`src/rtl/fetch_responder.sv`:
```
// Purpose: instruction-fetch responder; owns the PC and turns a level fetch request into one memory read.
// Latency: fetch sampled T0 -> mem_read T1 -> (zero wait, rdvalid T2) capture T2 -> instr_valid T3.
// Backpressure: mem_wait holds the read in ISSUE with address stable; no timeout while awaiting rdvalid.
module fetch_responder #(
    parameter int ADDR_W   = 32,
    parameter int DATA_W   = 32,
    parameter int PC_INC   = 4,
    parameter int RESET_PC = 0
) (
    input  logic              clk,
    input  logic              reset,
    input  logic              fetch,
    input  logic              pc_load,
    input  logic [ADDR_W-1:0] pc_new,
    output logic              busy,
    output logic              instr_valid,
    output logic [DATA_W-1:0] instr,
    output logic [ADDR_W-1:0] instr_pc,
    output logic [ADDR_W-1:0] pc,
    output logic              mem_read,
    output logic [ADDR_W-1:0] mem_addr,
    input  logic              mem_wait,
    input  logic              mem_rdvalid,
    input  logic [DATA_W-1:0] mem_rdata
);

    typedef enum logic [1:0] {
        IDLE  = 2'd0,
        ISSUE = 2'd1,
        WAIT  = 2'd2,
        DONE  = 2'd3
    } state_t;

    localparam logic [ADDR_W-1:0] ALIGN_MASK = ~ADDR_W'(3);
    localparam logic [ADDR_W-1:0] PC_STEP    = ADDR_W'(PC_INC);
    localparam logic [ADDR_W-1:0] PC_RESET   = ADDR_W'(RESET_PC);

    state_t            state;
    state_t            state_nxt;
    logic [ADDR_W-1:0] pc_r;
    logic [ADDR_W-1:0] pend_pc;
    logic              pend_vld;
    logic [ADDR_W-1:0] instr_pc_r;
    logic [DATA_W-1:0] instr_r;
    logic [ADDR_W-1:0] pc_new_al;

    // Redirect targets are always word aligned.
    assign pc_new_al = pc_new & ALIGN_MASK;

    // State register; reset aborts any in-flight read immediately.
    always_ff @(posedge clk or posedge reset) begin
        if (reset) begin
            state <= IDLE;
        end else begin
            state <= state_nxt;
        end
    end

    // Next-state: fetch is only looked at in IDLE and DONE, rdvalid only in WAIT.
    always_comb begin
        state_nxt = state;
        unique case (state)
            IDLE:    if (fetch)        state_nxt = ISSUE;
            ISSUE:   if (!mem_wait)    state_nxt = WAIT;
            WAIT:    if (mem_rdvalid)  state_nxt = DONE;
            DONE:    state_nxt = fetch ? ISSUE : IDLE;
            default: state_nxt = IDLE;
        endcase
    end

    // PC ownership: immediate load when idle, deferred redirect while a read is in flight,
    // and the post-fetch advance (pending redirect > live pc_load > increment) in DONE.
    always_ff @(posedge clk or posedge reset) begin
        if (reset) begin
            pc_r     <= PC_RESET;
            pend_pc  <= '0;
            pend_vld <= 1'b0;
        end else begin
            unique case (state)
                IDLE: begin
                    if (pc_load) pc_r <= pc_new_al;
                end
                ISSUE, WAIT: begin
                    if (pc_load) begin
                        pend_pc  <= pc_new_al;
                        pend_vld <= 1'b1;
                    end
                end
                DONE: begin
                    if (pend_vld) begin
                        pc_r     <= pend_pc;
                        pend_vld <= 1'b0;
                    end else if (pc_load) begin
                        pc_r <= pc_new_al;
                    end else begin
                        pc_r <= pc_r + PC_STEP;
                    end
                end
                default: ;
            endcase
        end
    end

    // Capture returned data together with the address it was read from.
    always_ff @(posedge clk or posedge reset) begin
        if (reset) begin
            instr_r    <= '0;
            instr_pc_r <= '0;
        end else if (state == WAIT && mem_rdvalid) begin
            instr_r    <= mem_rdata;
            instr_pc_r <= pc_r;
        end
    end

    // Outputs decode directly from state so they drop the instant reset asserts.
    assign mem_read    = (state == ISSUE);
    assign mem_addr    = mem_read ? pc_r : '0;
    assign busy        = (state == ISSUE) || (state == WAIT);
    assign instr_valid = (state == DONE);
    assign instr       = instr_r;
    assign instr_pc    = instr_pc_r;
    assign pc          = pc_r;

endmodule

```
`config.mk`:
```
export PLATFORM = sky130hd
export DESIGN_NAME = fetch_responder
export DESIGN_NICKNAME = d
export VERILOG_FILES = /design/src/rtl/fetch_responder.sv
export SDC_FILE = /design/constraint.sdc
export NUM_CORES = 1
export LEC_CHECK = 0
export CORE_AREA = 2 2 115 117
export CTS_BUF_LIST = sky130_fd_sc_hd__clkbuf_4 sky130_fd_sc_hd__clkbuf_8
export DETAILED_ROUTE_END_ITERATION = 8
export DIE_AREA = 0 0 117 119
export GPL_TIMING_DRIVEN = 1
export PLACE_DENSITY = 0.86
export SLEW_MARGIN = 20
export SYNTH_ARGS = -nofsm -noshare
export SYNTH_HDL_FRONTEND = slang
export SYNTH_SLANG_ARGS = --single-unit
```
`constraint.sdc`:
```
create_clock -name clk -period 6.2 [get_ports clk]
set_input_delay 1.24 -clock clk [delete_from_list [all_inputs] [get_ports clk]]
set_output_delay 1.24 -clock clk [all_outputs]
set_load 0.02 [all_outputs]
```
==> impl_metrics.ini, run 1 <==
[pwr]
p_total_mw = 5.23
power.static_leakage_nw = 3.53
power_switching_mw = 2.24
power_frac_clock = 0.120
power_density_nw_per_um2 = 601
comb_power_share = 0.558
swShare = 0.429
p_int_mw = 2.99
power_frac_seq = 0.323
peakVddDrop_v = 0.000315

[floorplanning]
num_io_pins = 201
die_area_um2 = 13900
die_x_um = 117
die_h_um = 119
rows = 42
start_util = 0.500
core_area_um2 = 12900

[critical_path]
cp_top_family = buffers and inverters
slowest_stage = clkdlybuf4s50_1
rr_worst_depth = 5
crit_arrival_ps = 2490
critPathBufInv = 3
crit_start = state[1]
ff2ff_setup_slack_ps = 3300
slowest_delay_ps = 640
crit_path_start_kind = flip-flop
r2r-end = pc[30]
critical_path.max_fanout = 17
required_ps = 4960
crit_end = mem_addr[31]
path_cells = inv_1 -> ha_1 -> buf_8 -> and2_1 -> clkdlybuf4s50_1
timing.rr.start = pend_vld
critPathKind = flip-flop to output port
cp_num_cells = 5
endpoint_kind = output port

[cells_and_area]
drive_gt1_frac = 0.184
final_common_cell = clkdlybuf4s50_1
final_cell_mix = clkdlybuf4s50_1 (192), dfrtp_1 (125), mux2_2 (91), o21ai_0 (48), nand2_1 (45)
antenna_cells = 0
areaGrowthSynthToFinish_pct = 35.3
fin_area_um2 = 8710
nets = 843
final_util = 0.677

[global_route]
antenna_found_initial = 0
grt_pass1_wl_mm = 29.0
grt_overflow_total = 0
grt_pass1_vias = 5733
grt_use_total = 0.272
grt_max_degree = 83

[clocking]
holdBufCountCts = 0
clock_latency_ps = 440
cts_made_buffers = 17
cts_setup_buffers = 0
cts_tree = built
post_cts_resized = 0
cts_root_buf = clkbuf_8
clock_sinks = 125
htreeDepth = 4
clockBufferDepth = 2
path_clk_slew_ps = 70

[synthesis]
synth_ff_type = dfrtp_1
synth_edf_count = 0
synthAdderAreaFrac = 0.00972
ys_seq_area_frac = 0.486
synthCells = 593
synth_top_family_by_area = multiplexers
synth.avg_cell_area_um2 = 10.9
synth_seq_cells = 125
synthArstFlopShare = 1.00
synthSimpleGateAreaFrac = 0.144
synth_cell_types = 65
synth_area_um2 = 6440
ys_warn_count = 0
synthMuxAreaShare = 0.161
synth_compound_area_frac = 0.137
synthXorXnorAreaFrac = 0.00952

[placed_design]
io_buffers = 192
routabilityCongestion = 0.895
dp_hpwl_mm = 12.4
place_area_um2 = 8360
pre_cts_slack_ps = 2220

[min_path]
worst_hold_path_type = flip-flop to flip-flop

[sta]
setup_viol = 0
maxSlewHeadroom = 0.313
fin_setup_tns_ps = 0
report.final.slew_viol_count = 0
timing.final.crit_share = 0.602
finalHoldViolations = 0
rsz0062_at_grt = no
setup_ws_ps = 2470
fin_crit_ps = 3730
max_freq_mhz = 268
finClkSkew_ps = 9.77
tightest_slew_ps = 1030

[detailed_routing]
routed_wl_mm = 18.2
avgRoutedWirePerCell_um = 19.1
dr_total_vias = 5574
drtPass1Iterations = 5
drt-initial-drc-count = 481
via_per_inst = 5.86
drc_errors = 0
ant_nets = 0

[run]
maxCapViolCount = 0

[outcome]
outcome = finished, final reports clean
## power groups by stage
| stage | combinational, mW | sequential, mW | clock (mW) |
|---|---|---|---|
| CTS | 2.91 | 1.68 | 0.637 |
| global route | 3.13 | 1.75 | 0.677 |
| finish | 2.92 | 1.69 | 0.626 |
| detailed placement | 2.90 | 1.69 | 0 |
| global placement | 2.80 | 1.65 | 0 |
| floorplan | 1.54 | 1.88 | 0 |
## synthesized netlist by cell type, types with 2 or more instances
cell type	instances	area share
a211o_1	2	0.0027
a211oi_1	2	0.0023
a21boi_0	3	0.0035
a21o_1	2	0.0023
a21oi_1	14	0.011
a221o_1	3	0.0047
a221oi_1	3	0.0041
a222oi_1	2	0.0031
a22o_1	3	0.0041
a22oi_1	3	0.0035
a31oi_1	4	0.0039
and2_1	31	0.030
and3_1	7	0.0068
and4_1	3	0.0041
and4_2	3	0.0047
buf_1	6	0.0035
buf_4	8	0.0093
buf_6	2	0.0035
clkbuf_1	26	0.015
clkbuf_8	7	0.015
dfrtp_1	125	0.49
ha_1	5	0.0097
inv_1	8	0.0047
mux2_2	91	0.16
nand2_1	46	0.027
nand3_1	11	0.0086
nand4_1	11	0.011
nor2_1	28	0.016
nor2b_1	3	0.0029
nor3_1	6	0.0047
nor4_1	10	0.0097
o211ai_1	10	0.012
o21ai_0	48	0.037
o221ai_1	4	0.0054
o22a_1	2	0.0027
o22ai_1	10	0.0097
o2bb2ai_1	7	0.0095
or2_2	2	0.0019
xnor2_1	3	0.0041
xor2_1	4	0.0054
## worst min path at each step
stage | startpoint | endpoint | slack, ps | cells after the start
2_1_floorplan | pend_pc[9] | pend_pc[9] | 440 | 2
3_3_place_gp | pend_pc[9] | pend_pc[9] | 460 | 2
3_5_place_dp | instr_pc[22] | instr_pc[22] | 470 | 2
4_1_cts | instr_pc[22] | instr_pc[22] | 490 | 2
5_1_grt | instr_pc[22] | instr_pc[22] | 510 | 2
6_report | instr_pc[22] | instr_pc[22] | 490 | 2
## sequential cells by signal, indices dropped and copies added, names as in the netlist
signal and count:
instr_pc 30, pend_vld 1, state 2, instr 32, pend_pc 30, pc 30
## worst reg2reg max path: stages (launching register included)
cell      delay [ps]
dfrtp_1         1000
clkinv_1         610
a21boi_0         700
o22ai_1          200
a21oi_1          170
and3_1           170
## routing by layer
layer / GRT usage / part of all wire / up-vias
met4: 0.121 / 0.025 / 0
met3: 0.0941 / 0.10 / 42
met1: 0.333 / 0.39 / 2703
li1: - / - / 2500
met2: 0.433 / 0.48 / 329
met5: 0 / 0 / -
## kinds of logic (layout without fill, tap and decap cells)
| kind of cell | count (synthesis) | in the layout |
|---|---|---|
| other | 1 | 6 |
| muxes | 92 | 92 |
| DFF | 125 | 125 |
| and+or+nand+nor | 172 | 172 |
| buffers and inverters | 58 | 236 |
| AOI/OAI and AO/OA | 133 | 133 |
| xor gates and xnor gates | 7 | 7 |
| adders and majority gates | 5 | 5 |
## through the flow
step / instances / hold slack (ps)
finish: 952 / 487
global route: 952 / 514
CTS: 951 / 494
detailed placement: 924 / 475
global placement: 924 / 456
floorplan: 598 / 441
## final cells by class
cell class,count,area [um2]
fillers,980,4160
flip-flops and latches,125,3130
multi-input cells,415,3000
repair buffers,200,1990
clock buffers,25,325
well taps,176,220
inverters,9,38.8
clock inverters,2,10.0
Power figures use the tool's default switching activity.
==> run 2: changes to the inputs <==
- CORE_AREA: 2 2 115 117 -> 2 2 118 120
- DIE_AREA: 0 0 117 119 -> 0 0 120 122
- PLACE_DENSITY: 0.86 -> 0.82
- clock period: 6.2 -> 3.75 ns (I/O delays scaled with it)
==> run 2 against run 1 <==
Net effect: count of clock-buffer cells in the layout is 1 lower; register-to-register slack lost 2000 ps; highest routed layer unchanged; total power is 66% higher; largest power group unchanged.
==> impl_metrics.ini, run 2 (synthesized netlist as in run 1, its figures left out) <==
[outcome]
outcome = finished, final reports clean

[critical_path]
crit_start = state[1]
timing.rr.start = state[1]
rr_worst_depth = 6
critPathKind = flip-flop to output port
endpoint_kind = output port
required_ps = 3000
critical_path.max_fanout = 18
crit_path_start_kind = flip-flop
crit_arrival_ps = 2630

[run]
maxCapViolCount = 0

[detailed_routing]
dr_total_vias = 5570
drtPass1Iterations = 6
ant_nets = 0
drc_errors = 0
drt-initial-drc-count = 383
routed_wl_mm = 18.2
via_per_inst = 5.78
avgRoutedWirePerCell_um = 18.9

[sta]
rsz0062_at_grt = no
tightest_slew_ps = 804
maxSlewHeadroom = 0.463
hold_ws_ps = 473
max_freq_mhz = 296
finClkSkew_ps = 7.26
setup_ws_ps = 374
finalHoldViolations = 0
fin_crit_ps = 3380
report.final.slew_viol_count = 0
timing.final.crit_share = 0.900
fin_setup_tns_ps = 0
setup_viol = 0

[clocking]
cts_made_buffers = 17
clock_latency_ps = 460
cts_root_buf = clkbuf_8
cts_tree = built
clockBufferDepth = 2
post_cts_resized = 0
htreeDepth = 4
clock_sinks = 125
path_clk_slew_ps = 70
cts_setup_buffers = 0
holdBufCountCts = 0

[floorplanning]
num_io_pins = 201
start_util = 0.477
core_area_um2 = 13500
rows = 43
die_h_um = 122
die_area_um2 = 14600
die_x_um = 120

[min_path]
holdPathStages = 2
min-delay-start = pend_pc[9]
worst_hold_path_type = flip-flop to flip-flop

[placed_design]
pre_cts_slack_ps = 752
io_buffers = 192
place_inst = 936
routabilityCongestion = 0.932
dp_hpwl_mm = 12.4

[pwr]
power_switching_mw = 3.72
power_frac_seq = 0.316
power_frac_clock = 0.116
peakVddDrop_v = 0.000505
p_int_mw = 4.97
power_density_nw_per_um2 = 989
comb_power_share = 0.568
swShare = 0.428
power.static_leakage_nw = 3.57

[cells_and_area]
nets = 850
finalNonFillerCells = 963
largest_reg_flops = 32
final_cell_mix = clkdlybuf4s50_1 (192), dfrtp_1 (125), mux2_2 (91), o21ai_0 (48), nand2_1 (45)
drive_gt1_frac = 0.192
final_common_cell = clkdlybuf4s50_1
fillers = 1052
antenna_cells = 0
areaGrowthSynthToFinish_pct = 36.4

[global_route]
grt_use_total = 0.256
antenna_found_initial = 0
grt_max_degree = 82
grt_overflow_total = 0
grt_pass1_wl_mm = 29.1
grt_pass1_vias = 5662
==> run 2: metal layers <==
layer  GRT usage  vias to the layer above  wire length, um
li1            -                     2513                -
met4       0.101                        0              427
met1       0.307                     2720             7380
met3      0.0974                       47             1760
met5           0                        -                0
met2       0.419                      290             8580
==> run 2: power groups by stage <==
stage | clock, mW | combinational, mW | sequential (mW)
finish | 1.01 | 4.93 | 2.74
global route | 1.09 | 5.28 | 2.85
CTS | 1.03 | 4.95 | 2.73
detailed placement | 0 | 4.91 | 2.74
global placement | 0 | 4.77 | 2.68
floorplan | 0 | 2.54 | 3.12
==> run 2: worst max-delay path, cell delays in order, from the launching register on <==
cell             delay (ps)
dfrtp_1                 410
inv_1                   110
ha_1                    540
buf_4                   310
and2_1                  160
clkdlybuf4s50_1         620
==> run 2: final timing paths <==
kind                           endpoint  slack, ps
max                        mem_addr[31]        370
max reg2reg                      pc[30]       1310
min reg2reg                  pend_pc[9]        470
max in group asynchronous   instr_pc[3]       2430
min in group asynchronous     instr[10]        620
min                          pend_pc[9]        470
==> run 2: metrics by stage <==
stage                util  area, um2  power [mW]
finish              0.650       8780        8.69
global route        0.650       8780        9.22
CTS                 0.650       8780        8.70
detailed placement  0.627       8460        7.66
global placement    0.627       8460        7.46
floorplan               -       6460        5.66
==> run 2: cell type report <==
class	instances	area [um2]	area share
Timing Repair Buffer	207	2070	0.236
Clock buffer	24	305	0.0348
Multi-Input combinational cell	415	3000	0.342
Clock inverter	3	15.0	0.00171
Sequential cell	125	3130	0.356
Tap cell	180	225	0.0256
Inverter	9	37.5	0.00427
==> run 3: changes to the inputs <==
--- a/config.mk
+++ b/config.mk
@@ -11,2 +11,3 @@
 export DIE_AREA = 0 0 120 122
+export GPL_ROUTABILITY_DRIVEN = 1
 export GPL_TIMING_DRIVEN = 1
--- a/constraint.sdc
+++ b/constraint.sdc
@@ -3,2 +3,2 @@
 set_output_delay 0.75 -clock clk [all_outputs]
-set_load 0.02 [all_outputs]
+set_load 0.005 [all_outputs]
==> run 3 against run 2 <==
Net effect: non-clock buffer count rose by 1; clock power increased by 36%; cell count up 0.62%; clock skew is 6.2 ps higher; die area unchanged; routed wire length rose by 0.78%; largest cell class unchanged; fmax is 3.9% higher; critical path type unchanged; total power decreased by 4.5%; largest power group unchanged; first-iteration DRC count rose by 12%.
==> impl_metrics.ini, run 3 (synthesized netlist as in run 1, its figures left out) <==
[outcome]
outcome = finished, final reports clean

[cells_and_area]
nets = 851
final_cell_mix = clkdlybuf4s50_1 (192), dfrtp_1 (125), mux2_2 (91), o21ai_0 (48), nand2_1 (45)
areaGrowthSynthToFinish_pct = 38.9
largest_reg_flops = 32
final_common_cell = clkdlybuf4s50_1
antenna_cells = 0
finalNonFillerCells = 969
fillers = 1014
fin_area_um2 = 8940
final_util = 0.662
drive_gt1_frac = 0.198

[sta]
tightest_slew_ps = 772
hold_ws_ps = 489
timing.final.crit_share = 0.867
rsz0062_at_grt = no
setup_ws_ps = 500
report.final.slew_viol_count = 0
setup_viol = 0
max_freq_mhz = 308
maxSlewHeadroom = 0.484
fin_setup_tns_ps = 0
finClkSkew_ps = 13.4
fin_crit_ps = 3250
finalHoldViolations = 0

[placed_design]
place_inst = 937
io_buffers = 192
routabilityCongestion = 0.940
place_area_um2 = 8470
dp_hpwl_mm = 12.6
pre_cts_slack_ps = 945

[floorplanning]
core_area_um2 = 13500
die_h_um = 122
die_x_um = 120
rows = 43
num_io_pins = 201
start_util = 0.477
die_area_um2 = 14600

[pwr]
power.static_leakage_nw = 3.63
power_density_nw_per_um2 = 928
peakVddDrop_v = 0.000513
p_total_mw = 8.29

[clocking]
clock_sinks = 125
clockBufferDepth = 2
holdBufCountCts = 0
clock_latency_ps = 460
cts_made_buffers = 17
htreeDepth = 4
path_clk_slew_ps = 70
post_cts_resized = 0
cts_root_buf = clkbuf_8
cts_setup_buffers = 0
cts_tree = built

[critical_path]
critPathBufInv = 3
slowest_stage = ha_1
slowest_delay_ps = 540
crit_arrival_ps = 2500
required_ps = 3000
critical_path.max_fanout = 18
critPathKind = flip-flop to output port
cp_top_family = buffers and inverters
path_cells = inv_1 -> ha_1 -> buf_4 -> and2_1 -> clkdlybuf4s50_1
crit_path_start_kind = flip-flop
endpoint_kind = output port

[global_route]
grt_use_total = 0.261
grt_pass1_wl_mm = 29.5
grt_overflow_total = 0
grt_max_degree = 74
antenna_found_initial = 0
grt_pass1_vias = 5705

[detailed_routing]
routed_wl_mm = 18.3
dr_total_vias = 5670
via_per_inst = 5.85
ant_nets = 0
drc_errors = 0
drt-initial-drc-count = 428
avgRoutedWirePerCell_um = 18.9
drtPass1Iterations = 7

[run]
maxCapViolCount = 0

[min_path]
worst_hold_path_type = flip-flop to flip-flop
run 3: changes by cell type in the layout (fill, tap and decap cells not counted), sizes merged:
cell and change:
bufinv +4, clkinvlp +4, clkinv -2, buf +1, clkbuf -1
run 3: power by group:
part	internal (mW)	leakage, nW	total, mW	switching, mW
sequential	2.06	1.48	2.76	0.698
combinational	2.38	1.92	4.17	1.79
clock	0.830	0.226	1.37	0.537
total	5.27	3.63	8.29	3.02
run 3: final cells by class:
cell class	instances	area, um2	share of cell area
flip-flops and latches	125	3130	0.350
multi-input cells	415	3000	0.336
repair buffers	208	2080	0.233
clock buffers	23	317	0.0354
well taps	180	225	0.0252
clock inverters	9	155	0.0173
inverters	9	37.5	0.00420
run 3: worst paths after layout:
| kind | cells after the start | from | slack (ps) | end |
|---|---|---|---|---|
| worst max-delay path | 5 | state[1] | 500 | mem_addr[31] |
| max in group asynchronous | 3 | reset | 2340 | instr_pc[15] |
| worst min-delay path | 2 | pend_pc[9] | 490 | pend_pc[9] |
| worst max register to register | 6 | state[0] | 1410 | pc[31] |
| min in group asynchronous | 2 | reset | 610 | instr[12] |
| worst min register to register | 2 | pend_pc[9] | 490 | pend_pc[9] |
run 3: routing by layer:
metal	track usage	vias up	part of all wire
li1	-	2522	-
met1	0.314	2788	0.39
met2	0.435	326	0.48
met3	0.0829	34	0.10
met4	0.107	0	0.021
met5	0	-	0
run 3: worst reg2reg max path: stages (launching register included):
cell and delay, ps:
dfrtp_1 390, inv_1 100, ha_1 400, nor2_2 650
buf_4 320, o21ai_0 110, o32ai_1 280
